<file path="src/rtl/div_iter_pkg.sv">
// Shared types and constants for the iterative restoring divider.
package div_iter_pkg;

   localparam int unsigned DIV_ITER = 32;

   typedef enum logic [1:0] {
      StIdle    = 2'd0,
      StDivZero = 2'd1,
      StBusy    = 2'd2,
      StDone    = 2'd3
   } div_state_e;

endpackage

</file>
<file path="src/rtl/div_iter_if.sv">
// Divide handshake between the ALU (master) and the iterative divider (slave).
interface div_iter_if
   import div_iter_pkg::*;
#(
   parameter int unsigned DATA_W = DIV_ITER
);
   logic                  signed_div;
   logic [DATA_W-1:0]     a;
   logic [DATA_W-1:0]     b;
   logic                  start;
   logic                  annul;
   logic [2*DATA_W-1:0]   result;
   logic                  ready;
   logic                  div_by_zero;

   modport master (
      output signed_div, a, b, start, annul,
      input  result, ready, div_by_zero
   );

   modport slave (
      input  signed_div, a, b, start, annul,
      output result, ready, div_by_zero
   );
endinterface

</file>
<file path="src/rtl/div_iter_step.sv">
// One radix-2 restoring iteration on the {partial_rem, dividend} working register.
module div_iter_step
   import div_iter_pkg::*;
#(
   parameter int unsigned DATA_W = DIV_ITER
) (
   input  logic [2*DATA_W:0]   work_i,
   input  logic [DATA_W-1:0]   divisor_i,
   output logic [2*DATA_W:0]   work_o
);

   logic [2*DATA_W+1:0] shifted;
   logic [DATA_W+1:0]   diff;

   always_comb begin
      shifted = {work_i, 1'b0};
      // Extra top bit makes the borrow of the trial subtraction visible as a sign.
      diff    = shifted[2*DATA_W+1:DATA_W] - {2'b00, divisor_i};
      if (diff[DATA_W+1]) begin
         work_o = shifted[2*DATA_W:0];
      end else begin
         work_o = {diff[DATA_W:0], shifted[DATA_W-1:1], 1'b1};
      end
   end

endmodule

</file>
<file path="src/rtl/div_iter.sv">
// Iterative radix-2 restoring divider; answers the ALU divide handshake with
// {remainder, quotient} after DATA_W+1 cycles, or 2 cycles for a zero divisor.
module div_iter
   import div_iter_pkg::*;
#(
   parameter int unsigned DATA_W = DIV_ITER,
   parameter int unsigned CNT_W  = 6
) (
   input  logic         clk,
   input  logic         rst,
   div_iter_if.slave    bus
);

   div_state_e          state_q, state_d;
   logic [CNT_W-1:0]    cnt_q, cnt_d;
   logic [2*DATA_W:0]   work_q, work_d;
   logic [DATA_W-1:0]   divisor_q, divisor_d;
   logic                q_neg_q, q_neg_d;
   logic                r_neg_q, r_neg_d;
   logic [2*DATA_W-1:0] result_q, result_d;
   logic                ready_q, ready_d;
   logic                dbz_q, dbz_d;

   logic [2*DATA_W:0]   work_step;
   logic [DATA_W-1:0]   a_mag, b_mag;
   logic [DATA_W-1:0]   quo_fix, rem_fix;

   div_iter_step #(
      .DATA_W (DATA_W)
   ) u_step (
      .work_i    (work_q),
      .divisor_i (divisor_q),
      .work_o    (work_step)
   );

   // abs() of the most negative value wraps to itself and is then used unsigned.
   always_comb begin
      a_mag = (bus.signed_div && bus.a[DATA_W-1]) ? (~bus.a + DATA_W'(1)) : bus.a;
      b_mag = (bus.signed_div && bus.b[DATA_W-1]) ? (~bus.b + DATA_W'(1)) : bus.b;
   end

   always_comb begin
      quo_fix = q_neg_q ? (~work_q[DATA_W-1:0] + DATA_W'(1)) : work_q[DATA_W-1:0];
      rem_fix = r_neg_q ? (~work_q[2*DATA_W-1:DATA_W] + DATA_W'(1))
                        : work_q[2*DATA_W-1:DATA_W];
   end

   always_comb begin
      state_d   = state_q;
      cnt_d     = cnt_q;
      work_d    = work_q;
      divisor_d = divisor_q;
      q_neg_d   = q_neg_q;
      r_neg_d   = r_neg_q;
      result_d  = result_q;
      ready_d   = 1'b0;
      dbz_d     = dbz_q;

      unique case (state_q)
         StIdle: begin
            if (bus.start && !bus.annul) begin
               work_d    = {{(DATA_W+1){1'b0}}, a_mag};
               divisor_d = b_mag;
               q_neg_d   = bus.signed_div & (bus.a[DATA_W-1] ^ bus.b[DATA_W-1]);
               r_neg_d   = bus.signed_div & bus.a[DATA_W-1];
               cnt_d     = '0;
               dbz_d     = 1'b0;
               state_d   = (bus.b == '0) ? StDivZero : StBusy;
            end
         end
         StDivZero: begin
            state_d = bus.annul ? StIdle : StDone;
         end
         StBusy: begin
            if (bus.annul) begin
               state_d = StIdle;
            end else begin
               work_d = work_step;
               cnt_d  = cnt_q + CNT_W'(1);
               if (cnt_q == CNT_W'(DATA_W - 1)) begin
                  state_d = StDone;
               end
            end
         end
         StDone: begin
            ready_d = 1'b1;
            if (divisor_q == '0) begin
               result_d = '0;
               dbz_d    = 1'b1;
            end else begin
               result_d = {rem_fix, quo_fix};
            end
            state_d = StIdle;
         end
         default: state_d = StIdle;
      endcase
   end

   always_ff @(posedge clk) begin
      if (!rst) begin
         state_q   <= StIdle;
         cnt_q     <= '0;
         work_q    <= '0;
         divisor_q <= '0;
         q_neg_q   <= 1'b0;
         r_neg_q   <= 1'b0;
         result_q  <= '0;
         ready_q   <= 1'b0;
         dbz_q     <= 1'b0;
      end else begin
         state_q   <= state_d;
         cnt_q     <= cnt_d;
         work_q    <= work_d;
         divisor_q <= divisor_d;
         q_neg_q   <= q_neg_d;
         r_neg_q   <= r_neg_d;
         result_q  <= result_d;
         ready_q   <= ready_d;
         dbz_q     <= dbz_d;
      end
   end

   assign bus.result      = result_q;
   assign bus.ready       = ready_q;
   assign bus.div_by_zero = dbz_q;

endmodule
</file>
<file path="src/flat_wrapper.sv">
// flat-port wrapper written by rule: the top's interface ports become plain ports
module div_iter_flat import div_iter_pkg::*;
#(
   parameter int unsigned DATA_W = DIV_ITER,
   parameter int unsigned CNT_W  = 6
)
  (clk, rst, bus_signed_div, bus_a, bus_b, bus_start, bus_annul, bus_result, bus_ready, bus_div_by_zero);
  div_iter_if #(.DATA_W(DATA_W)) bus_i ();
  input  logic clk;
  input  logic rst;
  input wire logic [$bits(bus_i.signed_div)-1:0] bus_signed_div;
  input wire logic [$bits(bus_i.a)-1:0] bus_a;
  input wire logic [$bits(bus_i.b)-1:0] bus_b;
  input wire logic [$bits(bus_i.start)-1:0] bus_start;
  input wire logic [$bits(bus_i.annul)-1:0] bus_annul;
  output wire logic [$bits(bus_i.result)-1:0] bus_result;
  output wire logic [$bits(bus_i.ready)-1:0] bus_ready;
  output wire logic [$bits(bus_i.div_by_zero)-1:0] bus_div_by_zero;
  assign bus_i.signed_div = bus_signed_div;
  assign bus_i.a = bus_a;
  assign bus_i.b = bus_b;
  assign bus_i.start = bus_start;
  assign bus_i.annul = bus_annul;
  assign bus_result = bus_i.result;
  assign bus_ready = bus_i.ready;
  assign bus_div_by_zero = bus_i.div_by_zero;
  div_iter #(.DATA_W(DATA_W), .CNT_W(CNT_W)) u_core (.clk(clk), .rst(rst), .bus(bus_i));
endmodule
</file>
<file path="config.mk">
export PLATFORM = sky130hd
export DESIGN_NAME = div_iter_flat
export DESIGN_NICKNAME = d
export VERILOG_FILES = /design/src/rtl/div_iter_pkg.sv /design/src/rtl/div_iter_if.sv /design/src/rtl/div_iter_step.sv /design/src/rtl/div_iter.sv /design/src/flat_wrapper.sv
export SDC_FILE = /design/constraint.sdc
export NUM_CORES = 1
export LEC_CHECK = 0
export CORE_ASPECT_RATIO = 0.5
export CORE_MARGIN = 4
export CORE_UTILIZATION = 57
export CTS_BUF_LIST = sky130_fd_sc_hd__clkbuf_8 sky130_fd_sc_hd__clkbuf_16
export CTS_CLUSTER_SIZE = 8
export DETAILED_ROUTE_END_ITERATION = 10
export MAX_ROUTING_LAYER = met4
export PLACE_DENSITY_LB_ADDON = 0.05
export SETUP_SLACK_MARGIN = 0.3
export SKIP_CTS_REPAIR_TIMING = 1
export SYNTH_ARGS = -nofsm -noshare
export SYNTH_HDL_FRONTEND = slang
export SYNTH_SLANG_ARGS = --single-unit
</file>
<file path="constraint.sdc">
create_clock -name clk -period 4.21 [get_ports clk]
set_input_delay 0.421 -clock clk [delete_from_list [all_inputs] [get_ports clk]]
set_output_delay 0.421 -clock clk [all_outputs]
set_load 0.005 [all_outputs]
</file>
==> qor.yml <==
power:
  peakVddDrop_mv: 0.3012
  total_power_mw: 6.021
  leakage_nw: 5.529
  power_density_nw_per_um2: 441.1
clocking:
  htreeDepth: 4
  insertion_delay_ns: 0.45
  tritoncts: "yes"
  cts_buffers: 17
  cts_sinks: 173
  clockBufferDepth: 2
  cts_root_buffer: "clkbuf_16"
  clk_pin_slew_ns: 0.07
timing:
  finalSetupViolCount: 0
  slew_headroom_pct: 27.81
  report.final.slew_viol_count: 0
  fin_worst_skew_ns: 0.009158
  setup_ws_ns: 0.7092
  hold_viol: 0
  max_freq_mhz: 285.6
  finalSetupTns_ns: 0
  rsz0062_at_grt: "no"
  whs_ns: 0.4518
  layout_worst_path_cycle_share_pct: 83.15
  period_minus_slack_ns: 3.501
  worst_slew_pin_slew_ns: 1.081
yosys:
  synth-seq-cells: 173
  seq_area_frac_synth_pct: 29.73
  yosysUniqueCellTypes: 76
  synth_cells: 1533
  synth_ff_type: "dfxtp_1"
  syn-mean-instance-area_um2: 7.598
  synth_warnings: 0
  synth_nets: 1643
  syn_area_um2: 11650
  synth_edf_count: 0
  async_reset_ff_share_pct: 0
place:
  pre_cts_ws_ns: 0.6489
  place.detailed.hpwl_um: 26330
  gp_congestion: 0.9626
  port_buffers: 134
setup_path:
  r2r_start: "u_core.work_q[35]"
  r2r_cells: 10
  path_max_fanout: 34
  cp-end-kind: "register"
  worstReg2RegEnd: "u_core.work_q[60]"
  crit_arrival_ns: 3.84
  critPathRequiredTime_ns: 4.55
  cp-start-kind: "register"
  path_class: "reg -> reg"
  rrSetupSlack_ns: 0.71
floorplan:
  die_y_um: 109.1
  initial_core_util_pct: 58.90
  dieArea_um2: 22920
  core_area_um2: 19770
  io_pins: 135
  die_x_um: 210.2
  fp-row-count: 36
global_route:
  grt_max_degree: 69
  grt_pass1_vias: 10739
  antenna_found_initial: 1
  groute.usage.overall_pct: 30.90
  grt_pass1_wl_um: 55280
  grt_overflow_total: 0
finish:
  fin_nets: 1715
  final_cell_mix: "nand2_1, dfxtp_1, clkdlybuf4s50_1"
  final_common_cell: "nand2_1"
  fillCellCount: 1671
  postLayoutCoreUtil_pct: 69.03
  drive_gt1_share_pct: 4.759
  area_delta_synth_final_pct: 17.19
drt:
  wl_per_cell_um: 18.56
  drc: 0
  routed_via_density: 6.126
  wirelength_um: 34980
  vias: 11547
  first_iter_violations: 1157
  ant_nets: 0
  drtPass1Iterations: 6
hold_path:
  hp-class: "reg -> reg"
  holdPathStages: 2
  min_to: "u_core.bus.result[51]"
  hold_start: "u_core.bus.result[51]"
flow_run:
  cap_violations: 0
run_status:
  status: "finished clean"
==> worst max path at each step <==
stage                       from              endpoint  slack (ns)  depth (start not counted)
6_report       u_core.work_q[35]     u_core.work_q[60]        0.71                         10
5_1_grt        u_core.work_q[35]     u_core.work_q[60]        0.56                         10
4_1_cts        u_core.work_q[35]     u_core.work_q[60]        0.79                         10
3_5_place_dp            bus_b[3]  u_core.divisor_q[28]        0.65                          9
3_3_place_gp            bus_b[3]  u_core.divisor_q[28]        0.76                          9
2_1_floorplan  u_core.work_q[35]     u_core.work_q[33]        1.15                         11
==> layer usage <==
metal / vias up / track usage, % / wire [um]
met5: - / - / 0
met4: 0 / 9.167 / 763
met3: 56 / 6.697 / 2591
met2: 374 / 49.27 / 15960
met1: 5521 / 39.88 / 15670
li1: 5596 / - / -
==> final cells by class <==
class	instances	area (um^2)	share of cell area, %
Clock inverter	15	150.1	1.100
Timing Repair Buffer	153	1479	10.84
Clock buffer	17	425.4	3.117
Tap cell	266	332.8	2.438
Sequential cell	173	3463	25.37
Antenna cell	1	2.502	0.01833
Inverter	85	319.1	2.338
Multi-Input combinational cell	1175	7477	54.78
==> registers in the layout, summed over array words and instances (netlist names) <==
register and cells:
u_core.bus.div_by_zero 1, u_core.bus.result 64, u_core.bus.ready 1, u_core.r_neg_q 1
u_core.divisor_q 32, u_core.state_q 2, u_core.q_neg_q 1, u_core.cnt_q 6
u_core.work_q 65
==> worst max-delay path: stages, from the launching register on <==
cell	delay, ns
dfxtp_1	0.47
ha_1	0.32
a21o_1	0.23
or3_1	0.39
o21ai_2	0.24
a21oi_1	0.17
or4_1	0.52
nand3_1	0.16
buf_4	0.39
nand2_1	0.16
a221o_1	0.34
==> Yosys cell counts, drive strengths merged (4+ instances only) <==
master | n | share of area, %
nand2 | 224 | 7.2
dfxtp | 173 | 30
o21ai | 126 | 5.4
clkbuf | 90 | 2.9
inv | 85 | 2.7
nor2 | 84 | 2.7
a21oi | 82 | 3.6
xor2 | 76 | 5.7
xnor2 | 65 | 4.9
and2 | 47 | 2.5
ha | 40 | 4.3
nand3 | 33 | 1.4
o211a | 32 | 2.8
a21boi | 29 | 1.9
nor4 | 24 | 1.5
nor3 | 23 | 1.0
o22ai | 23 | 1.2
a221o | 21 | 1.8
o31ai | 21 | 1.4
nand4 | 20 | 1.1
o41ai | 20 | 1.7
nand2b | 19 | 1.0
or3 | 18 | 1.0
o211ai | 16 | 1.0
or4 | 15 | 1.0
and3 | 14 | 0.75
a21o | 12 | 0.77
a31oi | 10 | 0.54
buf | 10 | 0.49
a211oi | 9 | 0.58
or2 | 9 | 0.48
nor2b | 7 | 0.38
o21a | 5 | 0.32
a41oi | 4 | 0.30
mux2i | 4 | 0.34
nand3b | 4 | 0.26
o2111ai | 4 | 0.30
==> kinds of logic (layout without fill, tap and decap cells) <==
| family | Yosys count | after routing | share of synthesized area, % |
|---|---|---|---|
| XOR/XNOR | 141 | 141 | 10.60 |
| AND/OR/NAND/NOR | 550 | 550 | 23.21 |
| flip-flops | 173 | 173 | 29.73 |
| adder cells (fa/ha/maj) | 41 | 41 | 4.469 |
| AO/OA/AOI/OAI | 439 | 439 | 25.49 |
| other | 0 | 1 | 0 |
| buffers and inverters | 185 | 270 | 6.145 |
| multiplexers | 4 | 4 | 0.3438 |
==> power by group <==
group	total (mW)	internal, mW	leakage (nW)	switching (mW)
combinational	2.45	0.915	3.85	1.53
sequential	2.01	1.80	1.40	0.208
clock	1.57	0.834	0.281	0.735
==> stage by stage <==
stage / instance area, um^2 / cells
floorplan: 11650 / 1533
global placement: 13070 / 1852
detailed placement: 13070 / 1852
CTS: 13650 / 1884
global route: 13650 / 1885
finish: 13650 / 1885
Note: power is estimated with default switching activity, not from simulation.
